--- src/rtl/fetch_queue.sv ---
// Instruction fetch front end: owns the fetch PC, issues in-order imem requests,
// buffers returned words in a prefetch queue and flushes on redirect.
// Optional feature macro FETCH_PERF_EN adds the PerfFetched/PerfBubble counters.
module fetch_queue #(
  parameter int          DEPTH    = 4,
  parameter logic [31:0] RESET_PC = 32'h0000_0000
) (
  input  logic        clk,
  input  logic        reset,
  output logic        imem_req,
  output logic [31:0] imem_addr,
  input  logic        imem_gnt,
  input  logic        imem_rvalid,
  input  logic [31:0] imem_rdata,
  input  logic        Redirect,
  input  logic [31:0] RedirectPC,
  input  logic        StallD,
  output logic        InstrValidD,
  output logic [31:0] InstrD,
  output logic [31:0] PCD,
  output logic [31:0] PC
`ifdef FETCH_PERF_EN
  ,
  output logic [31:0] PerfFetched,
  output logic [31:0] PerfBubble
`endif
);

  localparam int          AW      = $clog2(DEPTH);
  localparam int          CW      = AW + 1;
  localparam logic [CW:0] CREDITS = (CW+1)'(DEPTH);

  typedef enum logic [1:0] {S_RESET, S_FETCH, S_FLUSH} state_t;

  state_t          state, state_next;
  logic [31:0]     pc, hpc;
  logic [31:0]     redirect_pc;
  logic [31:0]     mem [DEPTH];
  logic [AW-1:0]   rd_ptr, wr_ptr;
  logic [CW-1:0]   count, out_cnt, disc;
  logic [CW-1:0]   out_next, disc_next;
  logic [CW:0]     used;
  logic            grant, drop, push, pop;

  // Queued entries plus in-flight requests never exceed DEPTH, so a push can't overflow.
  assign used        = {1'b0, count} + {1'b0, out_cnt};
  assign imem_req    = !reset && (used < CREDITS);
  assign grant       = imem_req && imem_gnt;
  assign redirect_pc = RedirectPC & 32'hFFFF_FFFC;

  assign InstrValidD = (count != '0);
  assign InstrD      = InstrValidD ? mem[rd_ptr] : 32'h0;
  assign PCD         = hpc;
  assign PC          = pc;
  assign imem_addr   = pc;

  always_comb begin
    state_next = state;
    drop       = 1'b0;
    out_next   = out_cnt + CW'(grant) - CW'(imem_rvalid);
    disc_next  = disc;

    case (state)
      S_FLUSH: drop = 1'b1;
      default: drop = 1'b0;
    endcase

    // Everything granted before the redirect settles as stale, including this cycle's grant.
    if (Redirect)
      disc_next = out_next;
    else if (imem_rvalid && drop)
      disc_next = disc - CW'(1);

    push = imem_rvalid && !Redirect && !drop;
    pop  = InstrValidD && !StallD && !Redirect;

    case (state)
      S_RESET: state_next = (disc_next != '0) ? S_FLUSH : S_FETCH;
      S_FETCH: if (disc_next != '0) state_next = S_FLUSH;
      S_FLUSH: if (disc_next == '0) state_next = S_FETCH;
      default: state_next = S_FETCH;
    endcase
  end

  always_ff @(posedge clk or posedge reset) begin
    if (reset) state <= S_RESET;
    else       state <= state_next;
  end

  always_ff @(posedge clk or posedge reset) begin
    if (reset) begin
      pc      <= RESET_PC;
      hpc     <= RESET_PC;
      rd_ptr  <= '0;
      wr_ptr  <= '0;
      count   <= '0;
      out_cnt <= '0;
      disc    <= '0;
    end else begin
      out_cnt <= out_next;
      disc    <= disc_next;
      if (Redirect) begin
        pc     <= redirect_pc;
        hpc    <= redirect_pc;
        rd_ptr <= '0;
        wr_ptr <= '0;
        count  <= '0;
      end else begin
        if (grant) pc <= pc + 32'd4;
        if (push)  wr_ptr <= wr_ptr + AW'(1);
        if (pop) begin
          rd_ptr <= rd_ptr + AW'(1);
          hpc    <= hpc + 32'd4;
        end
        count <= count + CW'(push) - CW'(pop);
      end
    end
  end

  // Queue storage carries no reset; InstrD is masked by InstrValidD instead.
  always_ff @(posedge clk) begin
    if (push) mem[wr_ptr] <= imem_rdata;
  end

`ifdef FETCH_PERF_EN
  function automatic logic [31:0] sat_inc(input logic [31:0] v);
    return (v == 32'hFFFF_FFFF) ? v : v + 32'd1;
  endfunction

  always_ff @(posedge clk or posedge reset) begin
    if (reset) begin
      PerfFetched <= 32'h0;
      PerfBubble  <= 32'h0;
    end else begin
      if (pop)                    PerfFetched <= sat_inc(PerfFetched);
      if (!InstrValidD && !StallD) PerfBubble  <= sat_inc(PerfBubble);
    end
  end
`endif

endmodule

--- config.mk ---
export PLATFORM = sky130hd
export DESIGN_NAME = fetch_queue
export DESIGN_NICKNAME = d
export VERILOG_FILES = /design/src/rtl/fetch_queue.sv
export SDC_FILE = /design/constraint.sdc
export NUM_CORES = 1
export LEC_CHECK = 0
export CAP_MARGIN = 20
export CORE_MARGIN = 2
export CORE_UTILIZATION = 56
export DETAILED_ROUTE_END_ITERATION = 12
export PLACE_DENSITY = 0.85
export SYNTH_ARGS = -nofsm -noshare
export SYNTH_HDL_FRONTEND = slang
export SYNTH_SLANG_ARGS = --single-unit
--- constraint.sdc ---
create_clock -name clk -period 7.04 [get_ports clk]
set_input_delay 1.408 -clock clk [delete_from_list [all_inputs] [get_ports clk]]
set_output_delay 1.408 -clock clk [all_outputs]
set_load 0.005 [all_outputs]
==> metrics.csv, run 1 <==
metric;value;unit
max_cap viols;0;
worst hold path class;reg -> reg;
Synthesis Warnings;0;
Final GP Congestion;0.872;
Post-Syn Area per Cell;13.0;sq um
ratio of cells with drive above 1 in the final layout;10.2;%
CTS tree;built;
Overflow after GRT;0;
Hold Violations, Final;0;
# setup viols final;0;
ANT cells;0;
Power per Cell Area;311;nW/um^2
largest net degree at the start of global routing;74;
Peak Freq;218;MHz
post-CTS sizing;0;
Clock Tree Buf Depth;3;
Synth async-reset ratio;36.9;%
CTS root buffer;clkbuf_16;
ANT nets after route;0;
Post-CTS Setup Inserts;0;
clk slew on worst S/H paths;0.07;ns
die extent in y;136;um
first-pass GRT wire length;37400;um
top post-synthesis cells by area;edfxtp_1, dfrtp_1, mux4_2;
most common cell in the synthesized netlist;edfxtp_1;
number of flops mapped to enable cells by yosys;128;
die width;136;um
Worst Tran Pin Value;0.957;ns
Filler cells;1124;
max-slew violation count;0;
switching power;1.07;mW
post-synth top area share;39.5;%
GRT Total Usage;26.4;%
post-route cell area;12300;sq um
number of synthesized register bits;203;
Max stage delay on crit path;0.61;ns
Top FF cell, synth;edfxtp_1;
DP Wirelength;15200;um
htree depth;1;
Non-Filler Instances;1138;
Post-Route WL;24400;um
Netlist cell types;54;
leak pwr;4.33;nW
Num CTS Buffers;21;
Crit Path Category;in -> out;
most used cell, CP;clkdlybuf4s50_1;
Syn Std Cell Area;9730;sq um
post-synth top area cell;edfxtp_1;
Synth top cells by count;edfxtp_1, dfrtp_1, and2_1;
initial antenna violation count;0;
arrival time worst endpoint;3.18;ns
clock share of power;31.5;%
I/O Buffers;191;
Skew-Pair Late Insertion Delay;0.49;ns
clk sink count;203;
cts hold-fix bufs;0;
slowest stage cell, crit path;or4_4;
area of the core;17100;sq um
Sw Share;27.9;%
drt pass-1 iters;5;
Crit Path Max Fanout;5;
Setup crit end kind;primary output;
Setup TNS;0;ns
Avg WL per Cell;21.4;um
Residual DRC;0;
# IOs;200;
combinational share of power;28.5;%
CP Cell Sequence;clkdlybuf4s50_1 > or4_4 > nor2_1 > clkdlybuf4s50_1;
number of global-route vias before repair;6763;
worst relative slew slack;35.7;%
DR vias;7025;
Seq/Total Area, Yosys;58.8;%
status;finished, final reports clean;
Critical Path RT;5.63;ns
Pint;2.76;mW
Cells after Synth;746;
Setup Skew;0.00934;ns
min Tclk post-route;4.59;ns
P&R area growth vs syn;26.8;%
initial core utilization;56.8;%
RSZ-0062 raised after global routing;false;
Period Utilization, post-route;65.2;%
peak supply drop;0.000272;V
total die area;18400;sq um
startpoint types;input port;
dpl cells;1100;
Iter 0 DRT Violations;711;
Final #Nets;983;
FP Rows;48;
Seq pwr share;40.1;%
placed inst area;11600;sq um
vias per std cell;6.17;
state kept, by name (all words and copies together) (netlist names):
| signal | count |
|---|---|
| count | 3 |
| out_cnt | 3 |
| PCD | 30 |
| state | 2 |
| wr_ptr | 2 |
| PC | 30 |
| rd_ptr | 2 |
| disc | 3 |
| mem | 128 |
power groups by stage:
stage | sequential, mW | clock [mW] | combinational [mW]
after floorplan | 1.50 | 0 | 0.631
after global placement | 1.54 | 0 | 1.05
after detailed placement | 1.55 | 0 | 1.08
after CTS | 1.53 | 1.22 | 1.10
after global routing | 1.55 | 1.26 | 1.19
final | 1.53 | 1.21 | 1.09
worst paths after layout:
path,from,end,slack (ns),depth (start not counted)
worst max-delay path,reset,imem_req,2.45,4
worst min-delay path,state[0],state[1],0.52,1
worst max register to register,count[2],state[0],3.84,10
worst min register to register,state[0],state[1],0.52,1
max in group asynchronous,reset,rd_ptr[0],4.55,3
min in group asynchronous,reset,PC[6],1.47,2
critical path: cells and delay by family:
family,cells,cell delay (ns)
buffers and inverters,2,0.99
AND/OR/NAND/NOR,2,0.78
routing by layer:
layer  GRT usage (%)  routed length, um  up-vias
li1                -                  -     3146
met1            34.5               9220     3475
met2            45.7              12500      366
met3            4.70               2110       38
met4            7.23                512        0
met5               0                  0        -
cell families after synthesis:
logic type	Yosys count	share of synthesized area, %
buffers and inverters	103	5.53
multiplexers	45	8.82
other	1	0.0385
XOR/XNOR	20	1.80
AO/OA/AOI/OAI	94	6.93
AND/OR/NAND/NOR	265	16.0
flip-flops	203	58.8
adder cells (fa/ha/maj)	15	2.08
layout make-up:
type,count,area [sq um],area share (%)
well taps,225,282,2.28
repair buffers,202,1990,16.1
inverters,25,93.8,0.761
multi-input cells,445,3500,28.3
clock buffers,25,551,4.46
flip-flops and latches,203,5720,46.4
clock inverters,13,200,1.62
metrics by stage:
stage	power [mW]	hold WS [ns]	utilization, %	worst slack (ns)
2_1_floorplan	2.13	0.459	-	3.36
3_3_place_gp	2.60	0.482	67.7	2.44
3_5_place_dp	2.63	0.497	67.7	2.47
4_1_cts	3.85	0.515	72.1	2.45
5_1_grt	4.00	0.539	72.1	2.42
6_report	3.83	0.518	72.1	2.45
cells in the final DEF, fill, tap and decap left out, types with 3 or more instances in the layout:
| cell | count |
|---|---|
| clkdlybuf4s50_1 | 190 |
| edfxtp_1 | 128 |
| dfrtp_1 | 74 |
| and2_1 | 43 |
| nor2_1 | 36 |
| nor3_1 | 33 |
| mux4_2 | 32 |
| a211oi_1 | 24 |
| nand4_1 | 23 |
| inv_1 | 23 |
| nand2_1 | 21 |
| clkbuf_16 | 21 |
| a31oi_1 | 18 |
| nor4_1 | 18 |
| or4_1 | 17 |
| xnor2_1 | 17 |
| nand3_1 | 16 |
| o31ai_1 | 15 |
| and4_1 | 15 |
| ha_1 | 13 |
| buf_4 | 11 |
| and3_1 | 10 |
| nor2b_1 | 8 |
| a21oi_1 | 8 |
| o21ai_0 | 7 |
| mux2i_1 | 7 |
| nand2b_1 | 6 |
| or3_1 | 6 |
| mux2_2 | 6 |
| conb_1 | 6 |
| bufinv_16 | 5 |
| a211o_1 | 4 |
| a311oi_1 | 4 |
| or4_4 | 3 |
| o31a_1 | 3 |
| xor2_1 | 3 |
| o311ai_0 | 3 |
| clkbuf_1 | 3 |
No activity file was read; power rests on OpenSTA's default activity.
==> inputs of run 2 (changes only) <==
--- a/config.mk
+++ b/config.mk
@@ -7,9 +7,9 @@
 export LEC_CHECK = 0
 export CAP_MARGIN = 20
 export CORE_MARGIN = 2
-export CORE_UTILIZATION = 56
+export CORE_UTILIZATION = 52
 export DETAILED_ROUTE_END_ITERATION = 12
-export PLACE_DENSITY = 0.85
+export PLACE_DENSITY = 0.8
 export SYNTH_ARGS = -nofsm -noshare
 export SYNTH_HDL_FRONTEND = slang
 export SYNTH_SLANG_ARGS = --single-unit
==> constraint.sdc (replaced) <==
create_clock -name clk -period 4.3 [get_ports clk]
set_input_delay 0.86 -clock clk [delete_from_list [all_inputs] [get_ports clk]]
set_output_delay 0.86 -clock clk [all_outputs]
set_load 0.005 [all_outputs]
==> run 2 against run 1 <==
  * Cell area shrank 0.21%
  * Cell count is 0.79% higher
  * Clock skew grew 0.0074 ns
  * Worst hold slack about the same
  * Sequential power is 64% higher
  * Wire length is 6.8% lower
  * Largest cell class unchanged
  * Clock power up 46%
  * Register-to-register slack got worse by 2.4 ns
  * Sequential cell count stayed put
  * Worst setup slack got worse by 1.7 ns
  * Combinational power rose by 63%
  * Non-clock buffer count grew 3
==> metrics.csv, run 2 (same netlist as run 1, synthesis figures left out) <==
metric;value;unit;change
status;finished, final reports clean;;unchanged
hold_ws;0.518;ns;about the same
Worst R2R Start;count[2];;unchanged
R2R Path End;state[0];;unchanged
ANT nets after route;0;;unchanged
Crit Path Max Fanout;33;;was 5
FP Rows;50;;was 48
Pint;4.38;mW;was 2.76 mW
max_cap viols;0;;unchanged
Hold Violations, Final;0;;unchanged
Num CTS Buffers;21;;unchanged
clk sink count;203;;unchanged
crit path capture;InstrD[26];;was imem_req
Sw Share;27.7;%;was 27.9%
Non-Filler Instances;1147;;was 1138
Clock Tree Buf Depth;3;;unchanged
combinational share of power;29.4;%;was 28.5%
Overflow after GRT;0;;unchanged
R2R Setup Slk;1.41;ns;was 3.84 ns
Worst Tran Pin Value;0.935;ns;was 0.957 ns
Final GP Congestion;0.837;;was 0.872
worst relative slew slack;37.6;%;was 35.7%
first-pass GRT wire length;36200;um;was 37400 um
ANT cells;0;;unchanged
number of global-route vias before repair;6730;;was 6763
Post-CTS Setup Inserts;0;;unchanged
min Tclk post-route;3.52;ns;
Avg WL per Cell;19.8;um;was 21.4 um
worst hold path class;reg -> reg;;unchanged
switching power;1.68;mW;was 1.07 mW
total die area;19800;sq um;was 18400 sq um
ratio of cells with drive above 1 in the final layout;10.1;%;was 10.2%
Power per Cell Area;492;nW/um^2;was 311 nW/um^2
post-CTS sizing;0;;unchanged
CTS root buffer;clkbuf_16;;unchanged
area of the core;18500;sq um;was 17100 sq um
Critical Path Source;count[1];;was reset
drt pass-1 iters;5;;unchanged
die width;141;um;was 136 um
leak pwr;4.32;nW;was 4.33 nW
initial antenna violation count;0;;unchanged
startpoint types;register;;was input port
arrival time worst endpoint;2.66;ns;was 3.18 ns
Iter 0 DRT Violations;576;;was 711
leading cell type in the layout, fill and taps excluded;clkdlybuf4s50_1;;unchanged
DR vias;6934;;was 7025
Crit Path Category;reg -> out;;was in -> out
most frequent cells in the layout;clkdlybuf4s50_1, edfxtp_1, dfrtp_1;;unchanged
vias per std cell;6.05;;was 6.17
Residual DRC;0;;unchanged
Setup crit end kind;primary output;;unchanged
max-slew violation count;0;;unchanged
pre-CTS setup slack;0.792;ns;was 2.47 ns
DP Wirelength;15400;um;was 15200 um
Critical Path RT;3.44;ns;was 5.63 ns
Setup Skew;0.0167;ns;was 0.00934 ns
peak supply drop;0.000252;V;was 0.000272 V
P&R area growth vs syn;26.5;%;was 26.8%
htree depth;1;;unchanged
Final #Nets;986;;was 983
I/O Buffers;191;;unchanged
Setup TNS;0;ns;unchanged
clk slew on worst S/H paths;0.07;ns;about the same
RSZ-0062 raised after global routing;false;;unchanged
final worst setup slack;0.780;ns;was 2.45 ns
Post-Route WL;22700;um;was 24400 um
Peak Freq;284;MHz;
clock share of power;29.2;%;was 31.5%
Skew-Pair Late Insertion Delay;0.48;ns;was 0.49 ns
die extent in y;141;um;was 136 um
max FFs per register;128;;unchanged
Period Utilization, post-route;81.9;%;
worst reg2reg path depth;10;;unchanged
Seq pwr share;41.4;%;was 40.1%
Biggest register;mem;;unchanged
GRT Total Usage;22.9;%;was 26.4%
CTS tree;built;;unchanged
# IOs;200;;unchanged
initial core utilization;52.5;%;was 56.8%
cts hold-fix bufs;0;;unchanged
largest net degree at the start of global routing;65;;was 74
dpl cells;1112;;was 1100
# setup viols final;0;;unchanged
-- run 2: power groups by stage --
| stage | Sequential [mW] | Combinational (mW) | Clock, mW |
|---|---|---|---|
| 2_1_floorplan | 2.46 | 1.03 | 0 |
| 3_3_place_gp | 2.53 | 1.75 | 0 |
| 3_5_place_dp | 2.54 | 1.80 | 0 |
| 4_1_cts | 2.51 | 1.81 | 1.80 |
| 5_1_grt | 2.54 | 1.95 | 1.89 |
| 6_report | 2.51 | 1.78 | 1.77 |
-- run 2: routing by layer --
| layer | up-vias | part of all wire, % | GRT usage [%] |
|---|---|---|---|
| li1 | 3146 | - | - |
| met1 | 3441 | 41 | 32.2 |
| met2 | 313 | 49 | 38.2 |
| met3 | 34 | 7.4 | 3.09 |
| met4 | 0 | 2.1 | 6.05 |
| met5 | - | 0 | 0 |
-- run 2: worst min-delay path by stage --
| stage | from | to | slack, ns | cells after the start |
|---|---|---|---|---|
| 6_report | state[0] | state[1] | 0.52 | 1 |
| 5_1_grt | state[0] | state[1] | 0.55 | 1 |
| 4_1_cts | state[0] | state[1] | 0.52 | 1 |
| 3_5_place_dp | state[0] | state[1] | 0.50 | 1 |
| 3_3_place_gp | state[0] | state[1] | 0.49 | 1 |
| 2_1_floorplan | state[0] | state[1] | 0.46 | 1 |
-- run 2: critical path: stages (launching register included) --
cell and delay (ns):
dfrtp_1 0.43, nor3_1 0.08, buf_4 0.18, inv_1 0.68, and2_1 0.26, clkdlybuf4s50_1 0.54
-- run 2: cell type report --
cell class / instances / area [sq um]
Inverter: 25 / 93.8
Timing Repair Buffer: 205 / 2040
Tap cell: 234 / 293
Fill cell: 1362 / 6210
Sequential cell: 203 / 5720
Clock inverter: 13 / 136
Multi-Input combinational cell: 445 / 3500
Clock buffer: 22 / 529
-- run 2: stage by stage --
step	total power [mW]	cell area, sq um	util, %
2_1_floorplan	3.49	9750	-
3_3_place_gp	4.29	11600	62.9
3_5_place_dp	4.34	11600	62.9
4_1_cts	6.11	12300	66.5
5_1_grt	6.37	12300	66.5
6_report	6.06	12300	66.5
==> inputs of run 3 (changes only) <==
--- a/config.mk
+++ b/config.mk
@@ -7,9 +7,9 @@
 export LEC_CHECK = 0
 export CAP_MARGIN = 20
 export CORE_MARGIN = 2
-export CORE_UTILIZATION = 52
+export CORE_UTILIZATION = 47
 export DETAILED_ROUTE_END_ITERATION = 12
-export PLACE_DENSITY = 0.8
+export PLACE_DENSITY = 0.76
 export SYNTH_ARGS = -nofsm -noshare
 export SYNTH_HDL_FRONTEND = slang
 export SYNTH_SLANG_ARGS = --single-unit
==> constraint.sdc (replaced) <==
create_clock -name clk -period 3 [get_ports clk]
set_input_delay 0.6 -clock clk [delete_from_list [all_inputs] [get_ports clk]]
set_output_delay 0.6 -clock clk [all_outputs]
set_load 0.005 [all_outputs]
==> run 3 against run 2 <==
  * Cell area grew 2.9%
  * Via count is essentially flat
  * Sequential share of layout area shrank 1.3 points
  * Sequential power grew 42%
  * Register-to-register slack lost 1.3 ns
  * Sequential cell count is the same
  * Worst setup slack lost 0.72 ns
  * Worst hold slack lost 0.062 ns
  * Wire length grew 3.2%
  * Combinational power grew 55%
  * Global-route usage shrank 2.1 points
  * Largest power group unchanged
==> metrics.csv, run 3 (same netlist as run 1, synthesis figures left out) <==
metric;value;unit;change
total die area;21900;sq um;was 19800 sq um
FP Rows;52;;was 50
max-slew violation count;0;;unchanged
max_cap viols;0;;unchanged
Period Utilization, post-route;97.9;%;
Num CTS Buffers;22;;was 21
worst relative slew slack;57.6;%;was 37.6%
htree depth;1;;unchanged
Setup crit end kind;primary output;;unchanged
min Tclk post-route;2.94;ns;
R2R Path End;state[0];;unchanged
ANT cells;0;;unchanged
area occupied by multi-input gates;3510;sq um;was 3500 sq um
Final GP Congestion;0.860;;was 0.837
arrival time worst endpoint;2.34;ns;was 2.66 ns
Hold Violations, Final;0;;unchanged
clk sink count;203;;unchanged
initial core utilization;47.9;%;was 52.5%
die width;148;um;was 141 um
ANT nets after route;0;;unchanged
die extent in y;148;um;was 141 um
Residual DRC;0;;unchanged
Power per Cell Area;714;nW/um^2;was 492 nW/um^2
clk slew on worst S/H paths;0.06;ns;was 0.07 ns
Iter 0 DRT Violations;437;;was 576
Crit Path Max Fanout;16;;was 33
leak pwr;4.46;nW;was 4.32 nW
dpl cells;1163;;was 1112
Non-Filler Instances;1203;;was 1147
Worst R2R Start;count[2];;unchanged
first-pass GRT wire length;36100;um;was 36200 um
# setup viols final;0;;unchanged
DR vias;6938;;was 6934
# IOs;200;;unchanged
area of the core;20300;sq um;was 18500 sq um
vias per std cell;5.77;;was 6.05
Worst Tran Pin Value;0.636;ns;was 0.935 ns
Setup TNS;0;ns;unchanged
min-delay src;Redirect;;was state[0]
most frequent cells in the layout;clkdlybuf4s50_1, edfxtp_1, dfrtp_1;;unchanged
FF+latch area;5720;sq um;unchanged
I/O Buffers;191;;unchanged
number of global-route vias before repair;6653;;was 6730
Biggest register;mem;;unchanged
worst reg2reg path depth;10;;unchanged
R2R Setup Slk;0.10;ns;was 1.41 ns
Hold Crit Depth;2;;was 1
Skew-Pair Late Insertion Delay;0.50;ns;was 0.48 ns
Post-CTS Setup Inserts;0;;unchanged
CTS root buffer;clkbuf_16;;unchanged
cts hold-fix bufs;0;;unchanged
Filler cells;1559;;was 1362
initial antenna violation count;0;;unchanged
drt pass-1 iters;5;;unchanged
worst hold path class;in -> reg;;was reg -> reg
CTS tree;built;;unchanged
P&R area growth vs syn;30.2;%;was 26.5%
Overflow after GRT;0;;unchanged
max FFs per register;128;;unchanged
status;finished, final reports clean;;unchanged
largest net degree at the start of global routing;64;;was 65
Post-Route WL;23500;um;was 22700 um
Final #Nets;1003;;was 986
startpoint types;register;;unchanged
Hold Path End;wr_ptr[1];;was state[1]
peak supply drop;0.000419;V;was 0.000252 V
ratio of cells with drive above 1 in the final layout;12.4;%;was 10.1%
Avg WL per Cell;19.5;um;was 19.8 um
DP Wirelength;15500;um;was 15400 um
leading cell type in the layout, fill and taps excluded;clkdlybuf4s50_1;;unchanged
Critical Path RT;2.40;ns;was 3.44 ns
Peak Freq;341;MHz;
Setup Skew;0.0142;ns;was 0.0167 ns
Clock Tree Buf Depth;3;;unchanged
GRT Total Usage;20.8;%;was 22.9%
Crit Path Category;reg -> out;;unchanged
[run 3: cell type report]
type                    count  area share, %
flip-flops and latches    203           45.2
multi-input cells         445           27.7
repair buffers            221           17.8
clock buffers              24           4.65
well taps                 270           2.67
clock inverters            15           1.20
inverters                  25          0.741
[run 3: worst max path at each step]
stage	slack, ns	end	start
after global placement	-0.18	state[0]	reset
after floorplan	0.13	count[2]	Redirect
after global routing	-0.05	state[0]	count[2]
after detailed placement	-0.25	state[0]	reset
final	0.06	InstrD[1]	rd_ptr[0]
after CTS	0.003	InstrD[23]	rd_ptr[0]
[run 3: routing by layer]
layer  vias up  wire length [um]  track usage, %
met2       300             11200            33.1
met5         -                 0               0
met4         0               640            7.29
met3        40              1720            3.46
li1       3189                 -               -
met1      3409              9930            29.3
[run 3: repair_timing]
item	CTS	global route
setup endpoints to repair	1	35
gates resized for setup	1	3
cloned	0	1
[run 3: worst max-delay path, stage by stage (launching register included)]
cell and delay [ns]:
dfrtp_2 0.45, clkbuf_16 0.25, mux4_2 0.50, and2_1 0.19, clkdlybuf4s50_1 0.45
[run 3: report_power, final]
| part | internal, mW | switching (mW) | leakage [nW] |
|---|---|---|---|
| registers | 3.28 | 0.280 | 2.04 |
| logic | 1.59 | 1.17 | 2.07 |
| clock network | 1.67 | 1.06 | 0.357 |
[run 3: per-stage QoR]
| stage | hold WS (ns) | total power, mW | setup slack (ns) | util, % | cell area, sq um |
|---|---|---|---|---|---|
| 6_report | 0.456 | 9.05 | 0.0640 | 62.4 | 12700 |
| 5_1_grt | 0.463 | 9.47 | -0.0512 | 62.4 | 12700 |
| 4_1_cts | 0.449 | 9.04 | 0.00287 | 62.2 | 12600 |
| 3_5_place_dp | 0.495 | 6.29 | -0.245 | 58.6 | 11900 |
| 3_3_place_gp | 0.492 | 6.23 | -0.179 | 58.6 | 11900 |
| 2_1_floorplan | 0.459 | 5.01 | 0.127 | - | 9750 |
